[src/rtl/multicycle_control.sv]
// Multicycle MIPS-style main controller.
// Moore decode of State into datapath controls; FETCH handshake gated by MemReady.
// Opcode is latched in DECODE so later states ignore the live instruction bus.
//
// state  | meaning
// FETCH  | read instruction, PC+4 (waits on MemReady)
// DECODE | latch opcode, compute branch target
// MEMADR | effective address for lw/sw
// MEMRD  | data read (waits on MemReady)
// MEMWB  | write loaded data to rt
// MEMWR  | data write (waits on MemReady)
// EXEC   | R-type ALU operation
// RWB    | write ALU result to rd
// BRANCH | compare and conditional PC update
// JUMP   | jump target to PC
// TRAP   | unsupported opcode, one-cycle Illegal pulse
module multicycle_control (
  input  logic        CLK,
  input  logic        RESET,
  input  logic [5:0]  Opcode,
  input  logic        MemReady,
  output logic        PCWrite,
  output logic        PCWriteCond,
  output logic        BranchNE,
  output logic        IorD,
  output logic        MemRead,
  output logic        MemWrite,
  output logic        IRWrite,
  output logic        MemtoReg,
  output logic        RegWrite,
  output logic        RegDst,
  output logic        ALUSrcA,
  output logic [1:0]  ALUOp,
  output logic [1:0]  ALUSrcB,
  output logic [1:0]  PCSource,
  output logic [3:0]  State,
  output logic        Illegal,
  output logic [31:0] InstCount
);

  typedef enum logic [3:0] {
    S_FETCH  = 4'd0,
    S_DECODE = 4'd1,
    S_MEMADR = 4'd2,
    S_MEMRD  = 4'd3,
    S_MEMWB  = 4'd4,
    S_MEMWR  = 4'd5,
    S_EXEC   = 4'd6,
    S_RWB    = 4'd7,
    S_BRANCH = 4'd8,
    S_JUMP   = 4'd9,
    S_TRAP   = 4'd10
  } state_t;

  localparam logic [5:0] OP_RTYPE = 6'd0;
  localparam logic [5:0] OP_J     = 6'd2;
  localparam logic [5:0] OP_BEQ   = 6'd4;
  localparam logic [5:0] OP_BNE   = 6'd5;
  localparam logic [5:0] OP_LW    = 6'd35;
  localparam logic [5:0] OP_SW    = 6'd43;

  state_t     state_q;
  logic [5:0] op_q;
  logic       retire;

  assign State = state_q;

  // An instruction retires on the edge that leaves its final state.
  always_comb begin
    retire = 1'b0;
    case (state_q)
      S_MEMWB, S_RWB, S_BRANCH, S_JUMP: retire = 1'b1;
      S_MEMWR:                          retire = MemReady;
      default:                          retire = 1'b0;
    endcase
  end

  // Sequencer, opcode latch and retired-instruction counter.
  always_ff @(posedge CLK or negedge RESET) begin
    if (!RESET) begin
      state_q   <= S_FETCH;
      op_q      <= 6'd0;
      InstCount <= 32'd0;
    end else begin
      if (retire) InstCount <= InstCount + 32'd1;
      case (state_q)
        S_FETCH:  if (MemReady) state_q <= S_DECODE;
        S_DECODE: begin
          op_q <= Opcode;
          case (Opcode)
            OP_RTYPE:       state_q <= S_EXEC;
            OP_LW, OP_SW:   state_q <= S_MEMADR;
            OP_BEQ, OP_BNE: state_q <= S_BRANCH;
            OP_J:           state_q <= S_JUMP;
            default:        state_q <= S_TRAP;
          endcase
        end
        S_MEMADR: begin
          if (op_q == OP_LW)      state_q <= S_MEMRD;
          else if (op_q == OP_SW) state_q <= S_MEMWR;
          else                    state_q <= S_FETCH;
        end
        S_MEMRD:  if (MemReady) state_q <= S_MEMWB;
        S_MEMWR:  if (MemReady) state_q <= S_FETCH;
        S_EXEC:   state_q <= S_RWB;
        default:  state_q <= S_FETCH;
      endcase
    end
  end

  // Moore control decode; held at zero while reset is asserted.
  always_comb begin
    PCWrite     = 1'b0;
    PCWriteCond = 1'b0;
    BranchNE    = 1'b0;
    IorD        = 1'b0;
    MemRead     = 1'b0;
    MemWrite    = 1'b0;
    IRWrite     = 1'b0;
    MemtoReg    = 1'b0;
    RegWrite    = 1'b0;
    RegDst      = 1'b0;
    ALUSrcA     = 1'b0;
    ALUOp       = 2'b00;
    ALUSrcB     = 2'b00;
    PCSource    = 2'b00;
    Illegal     = 1'b0;
    if (RESET) begin
      case (state_q)
        S_FETCH: begin
          MemRead = 1'b1;
          ALUSrcB = 2'b01;
          IRWrite = MemReady;
          PCWrite = MemReady;
        end
        S_DECODE: ALUSrcB = 2'b11;
        S_MEMADR: begin
          ALUSrcA = 1'b1;
          ALUSrcB = 2'b10;
        end
        S_MEMRD: begin
          MemRead = 1'b1;
          IorD    = 1'b1;
        end
        S_MEMWB: begin
          RegWrite = 1'b1;
          MemtoReg = 1'b1;
        end
        S_MEMWR: begin
          MemWrite = 1'b1;
          IorD     = 1'b1;
        end
        S_EXEC: begin
          ALUSrcA = 1'b1;
          ALUOp   = 2'b10;
        end
        S_RWB: begin
          RegWrite = 1'b1;
          RegDst   = 1'b1;
        end
        S_BRANCH: begin
          ALUSrcA     = 1'b1;
          ALUOp       = 2'b01;
          PCSource    = 2'b01;
          PCWriteCond = 1'b1;
          BranchNE    = (op_q == OP_BNE);
        end
        S_JUMP: begin
          PCSource = 2'b10;
          PCWrite  = 1'b1;
        end
        S_TRAP:  Illegal = 1'b1;
        default: ;
      endcase
    end
  end

endmodule

[config.mk]
export PLATFORM = sky130hd
export DESIGN_NAME = multicycle_control
export DESIGN_NICKNAME = d
export VERILOG_FILES = /design/src/rtl/multicycle_control.sv
export SDC_FILE = /design/constraint.sdc
export NUM_CORES = 1
export LEC_CHECK = 0
export ABC_AREA = 1
export CAP_MARGIN = 25
export CORE_UTILIZATION = 50
export DETAILED_ROUTE_END_ITERATION = 7
export PLACE_DENSITY = 0.91
export SLEW_MARGIN = 20
export SYNTH_ARGS = -nofsm -noshare
export SYNTH_HDL_FRONTEND = slang
export SYNTH_SLANG_ARGS = --single-unit
[constraint.sdc]
create_clock -name CLK -period 1.66 [get_ports CLK]
set_input_delay 0.166 -clock CLK [delete_from_list [all_inputs] [get_ports CLK]]
set_output_delay 0.166 -clock CLK [all_outputs]
set_load 0.005 [all_outputs]
# Word level (Yosys, flattened, before mapping)
# Cells that the tools add are included.
classes:
  n_addsub: 1
  mul: 0
  div_mod_pow: 0
  n_lt_le_gt_ge: 0
  n_eq_ne: 21
  shift: 0
  mux: 38
  bitwise_logic: 0
  reduce_logical: 10
op_table:
  columns: ["op", "n"]
  rows:
  - ["32-bit by 1-bit adder with 32-bit output, second input constant", 1]
  - ["6-bit == test, second input constant", 4]
  - ["4-bit one-hot mux with 6 select lines", 1]
  - ["1-bit two-way mux", 23]
  - ["6-bit by 3-bit == test with 1-bit output, second input constant", 3]
  - ["4-bit by 3-bit == test with 1-bit output, second input constant", 4]
  - ["4-bit one-hot mux with 4 select lines", 1]
  - ["4-bit == test, second input constant", 3]
  - ["4-bit two-way mux", 3]
  - ["2-bit OR reduction", 5]
  - ["4-bit by 2-bit == test with 1-bit output, second input constant", 2]
  - ["2-bit one-hot mux with 2 select lines", 2]
  - ["6-bit by 2-bit == test with 1-bit output, second input constant", 1]
  - ["6-bit logical NOT", 1]
  - ["2-bit two-way mux", 3]
  - ["3-bit two-way mux", 2]
  - ["2-bit inequality test, second input constant", 3]
  - ["2-bit one-hot mux with 3 select lines", 1]
  - ["4-bit by 1-bit == test with 1-bit output, second input constant", 1]
  - ["4-bit logical NOT", 1]
  - ["1-bit one-hot mux with 2 select lines", 2]
  - ["4-bit OR reduction", 1]
  - ["3-bit AND reduction", 1]
  - ["3-bit OR reduction", 1]
word_totals:
  register_bits: 42
  latch_bits: 0
  mem_bits_rw: 0
  romBits: 0
  inputBits: 9
  out_inout_bits: 54
  elab_cells: 73
  n_memories: 0

# Longest topological paths before layout
logic_depth:
  ltp_word: 4
  depth_mapped: 10
  depth_no_buf: 10

# Least setup slack after synthesis
# OpenSTA, ideal clock, no wires.
synth_timing:
  path_type: "register -> register"
  from: "reg InstCount[0]"
  to: "reg InstCount[20]"
  setup_ns: 0.120
  arrival_time_ns: 1.372
  required_time_ns: 1.540
  path_slack_ns: 0.167
  path_stages_with_launch: 9
  path_buffers: 0
  period_less_slack_ns: 1.493
  path_cell_list: "dfrtp_1 > ha_1 > nand3_1 > nor2_1 > nand2_1 > nor2_2 > nand2_2 > o21ai_0 > nand2_1"
synth_via:
  elab_chain_cells: 1
synth_lines:
  columns: ["item", "line_no", "text"]
  rows:
  - ["start, declared", "38", "output logic [31:0] InstCount"]
  - ["start signal, assigned", "85", "if (retire) InstCount <= InstCount + 32'd1;"]
  - ["32-bit by 1-bit adder with 32-bit output", "85", null]
# No other way between the ends.
# A chain may end at the register's enable or synchronous reset.

# Worst setup path in the final report
layout_timing:
  from: "reg state_q[3] (netlist: State[3])"
  to: "out ALUSrcB[1]"
layout_via:
  elab_chain_cells: 3
  word_cells_on_any_way: 5
  classes_between: "eq/ne: 2; mux: 2; reduce/logical: 1"
layout_lines:
  columns: ["item", "line_no", "text"]
  rows:
  - ["start, declared", "62", "state_t state_q;"]
  - ["start signal, assigned", "81", "state_q <= S_FETCH;"]
  - ["start signal, assigned", "87", "S_FETCH: if (MemReady) state_q <= S_DECODE;"]
  - ["start signal, assigned", "91", "OP_RTYPE: state_q <= S_EXEC;"]
  - ["4-bit by 2-bit == test with 1-bit output, or another cell as far along", "129", "case (state_q)"]
  - ["2-bit one-hot mux with 3 select lines *", "129", null]
  - ["2-bit two-way mux *", "128", "if (RESET) begin"]
  - ["end, declared", "34", "output logic [1:0] ALUSrcB,"]
# Every way passes the cells marked *; elsewhere a longest branch is shown, timed or not.

==> metrics.csv <==
metric;value;unit
status;complete, but fails checks;
violations;negative setup slack;
grt_pass1_wl;12500;um
totalWireLength;8470;um
drt-pass1-iter-count;5;
area_growth;41.7;%
cpPeakStageDelay;410;ps
path_buf_inv;4;
synth_cell_type_count;25;
p_int;0.00256;W
p_seq_frac;0.311;
p_comb_frac;0.543;
rsz0062_at_grt;yes;
syn_area;2670;um^2
hold_depth;3;
setup_violations;8;
crit_family;buffers and inverters;
die_h;75.0;um
highest_layer;met4;
rows;26;
via_count;3208;
hold_start;Opcode[3];
antenna_found_initial;0;
wl_met2;4100;um
crit_type;reg -> out;
antenna_left;0;
place_area;3500;um^2
grt_max_degree;24;
cts_buffers;5;
worstPathCellList;buf_4, nor2_4, buf_6, inv_2, nor2_2, nor2_1, nor2_1, clkdlybuf4s15_2;
cp_data_required_time;1490;ps
diodes;0;
yosys.area.top_type;dfrtp_1;
portBuffers;62;
cts_tree;built;
synth_top_cell_area_share;0.394;
yosysSeqAreaShare;0.394;
powerDensity;1160;nW/um^2
clk_pin_slew;70;ps
fin_area;3780;um^2
met3_length;599;um
grt.overflow.total;0;
skew;10.3;ps
r2r_setup_slack;50;ps
synth-edff-count;0;
ys_top_cells_by_area;dfrtp_1 39%, nand2_1 22%, nor2_1 10%, inv_1 6.9%, nand3_1 4.1%;
synth_area_per_cell;6.49;um^2
timing.fmax;562;MHz
fin_util;0.740;
ff2ff_path_depth;9;
first_iter_violations;353;
mostFrequentLayoutCells;149 x nand2_1, 62 x nor2_1, 44 x inv_1;
num_io_pins;63;
cts-root-buf;clkbuf_8;
ys_warn_count;0;
cts_buffer_depth;2;
maxCapViolCount;0;
max_slew_margin;0.790;
worstMarginPinSlew;313;ps
gp_congestion;0.913;
reg2reg_from;State[1];
routedWlPerCell;14.6;um
min_period;1780;ps
finalCritPeriodShare;1.07;
core-area;5110;um^2
async_reset_ff_frac;1.00;
p_sw;0.00183;W
crit_path_end_kind;primary output;
placed_cells;559;
start_util;0.522;
clkLatencyLatePin;300;ps
power;0.00439;W
r2r-end;InstCount[20];
layout_commonest_cell;nand2_1;
final_cell_count_no_fill;579;
drc_errors;0;
track_usage;0.293;
fillerInstances;358;
cp_data_arrival_time;1610;ps
slew_viol_final;0;
p_leak;1.74;nW
holdPathEnd;op_q[3];
grt_pass1_vias;2812;
die_x;75.0;um
hold_viol_final;0;
viasPerCell;5.54;
ys.flop_type;dfrtp_1;
wl_met1;3580;um
vdd_drop_max;0.806;mV
cts.sinks;42;
setup_ws;-120;ps
ys_ff_latch;42;
synth_nets;421;
startpoint_type;flop;
netlist_instances;411;
p_clk_frac;0.146;
num-nets-final;519;
cts-htree-levels;2;
hp-class;in -> reg;
drive_gt1_frac;0.185;
dieArea;5630;um^2
critical-path-slowest-cell;dfrtp_1;
cp_max_fo;4;
holdWs;507;ps
dp_hpwl;5640;um
critPathMostFrequentCell;nor2_1;
switching_share;0.417;
what timing repair did:
action | 4_1_cts | 5_1_grt
resized for setup | 50 | 49
hold endpoints to repair | 42 | 0
hold buffers | 1 | 0
setup endpoints to repair | 18 | 28
pin swaps | 5 | 8
setup buffers | 7 | 5
sequential cells by signal (all words and copies together), names as in the netlist:
signal / count
State: 4
op_q: 6
InstCount: 32
cell families (layout without fill, tap and decap cells):
| logic type | count (synthesis) | after routing | share of synthesized area |
|---|---|---|---|
| simple gates | 280 | 280 | 0.430 |
| buf+inv | 57 | 155 | 0.0887 |
| flops | 42 | 42 | 0.394 |
| compound gates | 16 | 16 | 0.0333 |
| xor+xnor | 15 | 15 | 0.0493 |
| fa+ha+maj | 1 | 1 | 0.00469 |
Yosys cell counts, types with 3 or more instances:
cell type,number
o21ai_0,10
nor2_1,73
dfrtp_1,42
nor3_1,5
nand2_2,3
inv_1,49
nand3_1,22
nor2_2,3
nand2_1,158
xor2_1,3
nand4_1,13
a21oi_1,3
xnor2_1,12
metrics by stage:
stage               TNS (ps)  setup WS, ps
floorplan                  0           167
global placement           0          12.4
detailed placement      -386         -74.0
CTS                    -1000          -198
global route            -977          -162
finish                  -445          -120
worst max-delay path by stage:
stage	cells past startpoint	slack, ps	to	from
after floorplan	8	170	InstCount[20]	InstCount[0]
after global placement	5	10	ALUSrcB[0]	State[2]
after detailed placement	7	-70	PCSource[0]	State[1]
after CTS	5	-200	PCSource[1]	State[0]
after global routing	8	-160	ALUSrcB[1]	State[3]
final	8	-120	ALUSrcB[1]	State[3]
per-layer routing:
layer / track usage / up-vias
met5: 0 / -
met1: 0.394 / 1517
met4: 0.122 / 0
li1: - / 1466
met2: 0.469 / 197
met3: 0.0522 / 28
layout make-up:
| type | instances | area (um^2) | area share |
|---|---|---|---|
| multi-input cells | 312 | 1510 | 0.401 |
| clock buffers | 6 | 72.6 | 0.0192 |
| repair buffers | 96 | 848 | 0.225 |
| clock inverters | 1 | 7.51 | 0.00199 |
| well taps | 70 | 87.6 | 0.0232 |
| inverters | 52 | 196 | 0.0520 |
| flip-flops and latches | 42 | 1050 | 0.278 |
worst min-delay path, cell delays in order:
cell and delay, ps:
clkdlybuf4s50_1 450, nand2_1 80, o21ai_0 60
power by group through the flow:
stage / sequential [W] / clock, W / combinational [W]
6_report: 0.00136 / 0.000640 / 0.00238
5_1_grt: 0.00138 / 0.000688 / 0.00256
4_1_cts: 0.00136 / 0.000640 / 0.00206
3_5_place_dp: 0.00136 / 0 / 0.00192
3_3_place_gp: 0.00135 / 0 / 0.00186
2_1_floorplan: 0.00139 / 0 / 0.000957
(Power assumes the default switching activity.)
